[src/rtl/reset_sequencer.sv]
// reset_sequencer
//   Debounces a push button and uses it to toggle a three-stage reset
//   release. Stages come out of reset in order 0, 1, 2, each STAGE_DELAY
//   clocks apart. A second press aborts the release or, once running,
//   re-asserts every stage reset. While running, an error from any stage
//   that is already out of reset blinks the LED.
//
// Ports
//   osc_50       in   1  system clock, rising edge
//   reset_n      in   1  asynchronous active-low reset
//   push_button  in   1  raw asynchronous button level
//   error        in   3  per-stage error flags (bit i = stage i)
//   sys_reset    out  3  active-high reset to each stage, registered
//   led          out  1  status LED, registered
//   busy         out  1  high while a staged release is in progress
//
// state   | meaning
// --------+------------------------------------------------------------
// HELD    | all stages in reset, LED on, waiting for a button toggle
// RELEASE | releasing stages 0..2 one per STAGE_DELAY clocks, busy high
// RUN     | all stages out of reset, LED blinks on an effective error

module reset_sequencer #(
    parameter int DEBOUNCE_CYCLES = 500000,
    parameter int STAGE_DELAY     = 1024,
    parameter int BLINK_HALF      = 12500000
) (
    input  logic       osc_50,
    input  logic       reset_n,
    input  logic       push_button,
    input  logic [2:0] error,
    output logic [2:0] sys_reset,
    output logic       led,
    output logic       busy
);

    localparam int DW = (DEBOUNCE_CYCLES > 1) ? $clog2(DEBOUNCE_CYCLES) : 1;
    localparam int SW = (STAGE_DELAY > 1) ? $clog2(STAGE_DELAY) : 1;
    localparam int BW = (BLINK_HALF > 1) ? $clog2(BLINK_HALF) : 1;

    localparam logic [DW-1:0] DEB_LAST   = DW'(DEBOUNCE_CYCLES - 1);
    localparam logic [SW-1:0] STAGE_LAST = SW'(STAGE_DELAY - 1);
    localparam logic [BW-1:0] BLINK_LAST = BW'(BLINK_HALF - 1);

    typedef enum logic [1:0] {
        ST_HELD    = 2'd0,
        ST_RELEASE = 2'd1,
        ST_RUN     = 2'd2
    } state_t;

    // Button synchronizer and debouncer
    logic          sync1_q, sync2_q;
    logic          deb_q, deb_d;
    logic [DW-1:0] deb_cnt_q, deb_cnt_d;
    logic          toggle_q, toggle_d;

    always_comb begin
        deb_d     = deb_q;
        deb_cnt_d = deb_cnt_q;
        toggle_d  = 1'b0;
        if (sync2_q == deb_q) begin
            deb_cnt_d = '0;
        end else if (deb_cnt_q == DEB_LAST) begin
            deb_d     = sync2_q;
            deb_cnt_d = '0;
            // only an accepted press (0->1) produces a toggle
            toggle_d  = sync2_q;
        end else begin
            deb_cnt_d = deb_cnt_q + DW'(1);
        end
    end

    always_ff @(posedge osc_50 or negedge reset_n) begin
        if (!reset_n) begin
            sync1_q   <= 1'b0;
            sync2_q   <= 1'b0;
            deb_q     <= 1'b0;
            deb_cnt_q <= '0;
            toggle_q  <= 1'b0;
        end else begin
            sync1_q   <= push_button;
            sync2_q   <= sync1_q;
            deb_q     <= deb_d;
            deb_cnt_q <= deb_cnt_d;
            toggle_q  <= toggle_d;
        end
    end

    // Sequencing FSM
    state_t        state_q, state_d;
    logic [1:0]    idx_q, idx_d;
    logic [SW-1:0] dly_q, dly_d;
    logic [2:0]    sys_reset_q, sys_reset_d;
    logic          led_q, led_d;
    logic          busy_q, busy_d;
    logic [BW-1:0] blink_cnt_q, blink_cnt_d;
    logic          phase_q, phase_d;
    logic          eff_err;

    // stages still held in reset cannot raise a meaningful error
    assign eff_err = |(error & ~sys_reset_q);

    always_comb begin
        state_d     = state_q;
        idx_d       = idx_q;
        dly_d       = dly_q;
        sys_reset_d = sys_reset_q;
        led_d       = led_q;
        busy_d      = busy_q;
        blink_cnt_d = '0;
        phase_d     = 1'b0;

        case (state_q)
            ST_HELD: begin
                sys_reset_d = 3'b111;
                led_d       = 1'b1;
                busy_d      = 1'b0;
                idx_d       = 2'd0;
                dly_d       = '0;
                if (toggle_q) begin
                    state_d = ST_RELEASE;
                    busy_d  = 1'b1;
                end
            end

            ST_RELEASE: begin
                led_d  = 1'b1;
                busy_d = 1'b1;
                if (toggle_q) begin
                    state_d     = ST_HELD;
                    sys_reset_d = 3'b111;
                    busy_d      = 1'b0;
                    idx_d       = 2'd0;
                    dly_d       = '0;
                end else if (dly_q == STAGE_LAST) begin
                    dly_d       = '0;
                    sys_reset_d = sys_reset_q & ~(3'b001 << idx_q);
                    if (idx_q == 2'd2) begin
                        // last stage released: running from this same edge
                        state_d = ST_RUN;
                        busy_d  = 1'b0;
                        led_d   = 1'b0;
                        idx_d   = 2'd0;
                    end else begin
                        idx_d = idx_q + 2'd1;
                    end
                end else begin
                    dly_d = dly_q + SW'(1);
                end
            end

            ST_RUN: begin
                busy_d      = 1'b0;
                sys_reset_d = 3'b000;
                if (toggle_q) begin
                    state_d     = ST_HELD;
                    sys_reset_d = 3'b111;
                    led_d       = 1'b1;
                end else if (eff_err) begin
                    if (blink_cnt_q == BLINK_LAST) begin
                        blink_cnt_d = '0;
                        phase_d     = ~phase_q;
                    end else begin
                        blink_cnt_d = blink_cnt_q + BW'(1);
                        phase_d     = phase_q;
                    end
                    led_d = phase_d;
                end else begin
                    led_d = 1'b0;
                end
            end

            default: begin
                state_d     = ST_HELD;
                sys_reset_d = 3'b111;
                led_d       = 1'b1;
                busy_d      = 1'b0;
                idx_d       = 2'd0;
                dly_d       = '0;
            end
        endcase
    end

    always_ff @(posedge osc_50 or negedge reset_n) begin
        if (!reset_n) begin
            state_q     <= ST_HELD;
            idx_q       <= 2'd0;
            dly_q       <= '0;
            sys_reset_q <= 3'b111;
            led_q       <= 1'b1;
            busy_q      <= 1'b0;
            blink_cnt_q <= '0;
            phase_q     <= 1'b0;
        end else begin
            state_q     <= state_d;
            idx_q       <= idx_d;
            dly_q       <= dly_d;
            sys_reset_q <= sys_reset_d;
            led_q       <= led_d;
            busy_q      <= busy_d;
            blink_cnt_q <= blink_cnt_d;
            phase_q     <= phase_d;
        end
    end

    assign sys_reset = sys_reset_q;
    assign led       = led_q;
    assign busy      = busy_q;

endmodule

[config.mk]
export PLATFORM = sky130hd
export DESIGN_NAME = reset_sequencer
export DESIGN_NICKNAME = d
export VERILOG_FILES = /design/src/rtl/reset_sequencer.sv
export SDC_FILE = /design/constraint.sdc
export NUM_CORES = 1
export LEC_CHECK = 0
export BUFFER_PORTS_ARGS = -buffer_cell sky130_fd_sc_hd__buf_4
export CAP_MARGIN = 40
export CORE_UTILIZATION = 45
export DETAILED_ROUTE_END_ITERATION = 10
export HOLD_SLACK_MARGIN = 0.03
export PLACE_DENSITY = 0.61
export SYNTH_ARGS = -nofsm -noshare
export SYNTH_HDL_FRONTEND = slang
export SYNTH_SLANG_ARGS = --single-unit
export TNS_END_PERCENT = 20
[constraint.sdc]
create_clock -name osc_50 -period 2.2 [get_ports osc_50]
set_input_delay 0.22 -clock osc_50 [delete_from_list [all_inputs] [get_ports osc_50]]
set_output_delay 0.22 -clock osc_50 [all_outputs]
set_load 0.1 [all_outputs]
==> flow_summary.toml <==
[run_status]
outcome = "completed"

[yosys]
synth_edf_count = 0
synth_xor_xnor_area_share_pct = 10.6
syn_area_um2 = 3370
yosys_warnings = 0
ys_seq_area_share_pct = 49.8
syn_area_per_cell_um2 = 9.92
syn-num-nets = 352
ys_seq_elements = 67
synth.area.mux_share_pct = 1.04
yosys.area_share.simple_pct = 27.6
synth-compound-area-share_pct = 5.56
synth_top_family_by_area = "simple AND/OR/NAND/NOR gates"
async_flop_share_pct = 100
ys.flop_type = "dfrtp_1"
synth_adder_area_share_pct = 2.22
synth.distinct_cells = 48
synth_cells = 340

[route]
routed_via_density = 5.13
vias = 2379
drt_first_pass_iters = 4
antenna_left = 0
drt_iter0_drc = 61
drc = 0
wl_per_cell_um = 12.8
wl_um = 5930

[global_route]
grtUsageTotal_pct = 17.2
use_met3_pct = 3.64
busiest_layer = "met2"
grt_use_met2_pct = 25.7
grt-ovfl-total = 0
grt_pass1_vias = 2297
use_met1_pct = 23.5
grt_pass1_wl_um = 10300
grt_max_degree = 44
antenna_found_initial = 0

[setup_path]
end_kind = "flop"
path_cells = "ha_1 > nand4_2 > nor3_2 > or2_1 > buf_4 > nor2_1"
crit_required_ps = 2420
critPathLaunchType = "flop"
arrival_ps = 1940
path_class = "reg2reg"
crit_fanout = 12
slowest_stage = "dfrtp_1"
max_stage_delay_ps = 400
regToRegStartpoint = "blink_cnt_q[0]$_DFF_PN0_"
crit_start = "blink_cnt_q[0]$_DFF_PN0_"

[flow_run]
drv_cap = 0

[sta]
rsz0062_at_grt = "false"
max_freq_ghz = 0.581
fin_crit_sh_pct = 78.2
slew_violations = 0
hold_violations = 0
setup_violations = 0
finalClockSkew_ps = 9.00
tightest_slew_ps = 574
setup_tns_ps = 0
fin_crit_ps = 1720
slew_headroom_pct = 61.8

[power_and_ir_drop]
pwr-share-seq_pct = 49.0
combPwrFrac_pct = 2.1
powerDensity_nw_per_um2 = 663
ir_drop_mv = 0.342
p_leak_uw = 0.00163
net-switching-power_uw = 502
pwr-share-clk_pct = 48.9
intPower_uw = 2040
swShare_pct = 19.8

[clocking]
clk_path_buf_depth = 2
cts_buffers = 9
path_clk_slew_ps = 70
cts_tree = "done"
cts_resized = 0
h-tree-depth = 3
clock-root-buffer = "clkbuf_8"
clock-sinks = 67
clkLatencyLatePin_ps = 340

[finish]
final_area_um2 = 3830
drive_gt1_share_pct = 14.5
fin_nets = 372
fillers = 649
diodes = 0
area_growth_pct = 13.5

[place]
place_hpwl_um = 4070
gp_congestion = 0.765
post_dp_cell_area_um2 = 3570
numPortBuffers = 10

[worst_hold_path]
hp-class = "in2reg"
min-delay-start = "error[2]"

[floorplan]
fp.dieArea_um2 = 7850
fp.coreArea_um2 = 7250
die_x_um = 88.6
die_h_um = 88.6
start_util_pct = 46.5
io_pins = 11
rows = 31
-- worst paths after layout --
check                                                end  slack [ps]  cells after the start
worst max-delay path            blink_cnt_q[7]$_DFF_PN0_         480                      6
worst min register to register         sync2_q$_DFF_PN0_         350                      0
max in group asynchronous       blink_cnt_q[0]$_DFF_PN0_        1330                      3
worst min-delay path                       led$_DFF_PN1_         300                      3
min in group asynchronous           dly_q[8]$_DFFE_PN0N_         320                      2
worst max register to register  blink_cnt_q[7]$_DFF_PN0_         480                      6
-- flip-flops by register name (all words and copies together) (netlist names), 2 cells and up --
register	flops
dly_q	10
idx_q	2
deb_cnt_q	19
state_q	2
sys_reset	3
blink_cnt_q	24
-- timing repair --
item                                   CTS  global route
hold buffers                             2             0
endpoints found under the hold margin   21             0
setup buffers                            0             0
-- power groups by stage --
| stage | clock network, uW | registers (uW) | logic (uW) |
|---|---|---|---|
| after floorplan | 0 | 1270 | 14.7 |
| after global placement | 0 | 1270 | 47.6 |
| after detailed placement | 0 | 1270 | 52.1 |
| after CTS | 1270 | 1240 | 55.6 |
| after global routing | 1320 | 1240 | 61.2 |
| final | 1240 | 1240 | 52.2 |
-- placed cells by master (no fill, tap or decap), types with 7 or more instances in the layout --
cell type,Yosys,final
dfrtp_1,63,63
nor2_1,59,59
nand2_1,31,31
xor2_1,24,24
nand3_1,21,21
o21ai_0,19,19
xnor2_1,17,17
buf_4,1,15
inv_1,11,11
clkbuf_8,0,10
nand4_1,8,8
nor2b_1,7,7
and3_1,7,7
-- worst max-delay path: cells and delay by family, from the launching register on --
kind	cells	cell delay, ps
adder cells (fa/ha/maj)	1	240
buffers and inverters	1	190
AND/OR/NAND/NOR	4	780
flip-flops	1	400
-- cell usage after synthesis (4+ instances only) --
cell type | count | area, um2
nor3_2 | 6 | 60.1
dfrtp_1 | 63 | 1580
nor3_1 | 6 | 30.0
nand2_1 | 31 | 116
ha_1 | 6 | 75.1
nand2b_1 | 4 | 25.0
nor2b_1 | 7 | 43.8
nand4_1 | 8 | 50.1
xor2_1 | 24 | 210
o21ai_0 | 19 | 95.1
xnor2_1 | 17 | 149
nand3_1 | 21 | 105
nor2_1 | 59 | 221
dfstp_2 | 4 | 105
and3_1 | 7 | 43.8
inv_1 | 11 | 41.3
-- through the flow --
stage	utilization, %	hold WS (ps)	total power, uW	setup slack (ps)	instances
detailed placement	49.2	151	1320	474	446
finish	52.8	304	2540	479	464
global placement	48.9	333	1310	490	445
global route	52.8	347	2630	302	464
CTS	52.8	283	2570	444	464
floorplan	-	-75.6	1280	286	340
-- layout make-up --
type                    instances  area [um2]  area share [%]
inverters                      11        41.3            1.08
well taps                      99         124            3.23
multi-input cells             253        1590            41.5
clock buffers                  11         141            3.69
clock inverters                 5         100            2.61
flip-flops and latches         67        1680            43.9
repair buffers                 18         153            3.99
-- metal layers --
| metal | up-vias | part of all wire (%) |
|---|---|---|
| met5 | - | 0 |
| met4 | 0 | 2.4 |
| met3 | 11 | 3.0 |
| met2 | 31 | 44 |
| met1 | 1144 | 51 |
| li1 | 1193 | - |
-- cells by family (layout without fill, tap and decap cells) --
kind of cell,count (synthesis),count (layout)
buf+inv,20,45
mux,3,3
fa+ha+maj,6,6
xor+xnor,41,41
simple gates,173,173
compound gates,30,30
flops,67,67
Note: power is estimated with default switching activity, not from simulation.
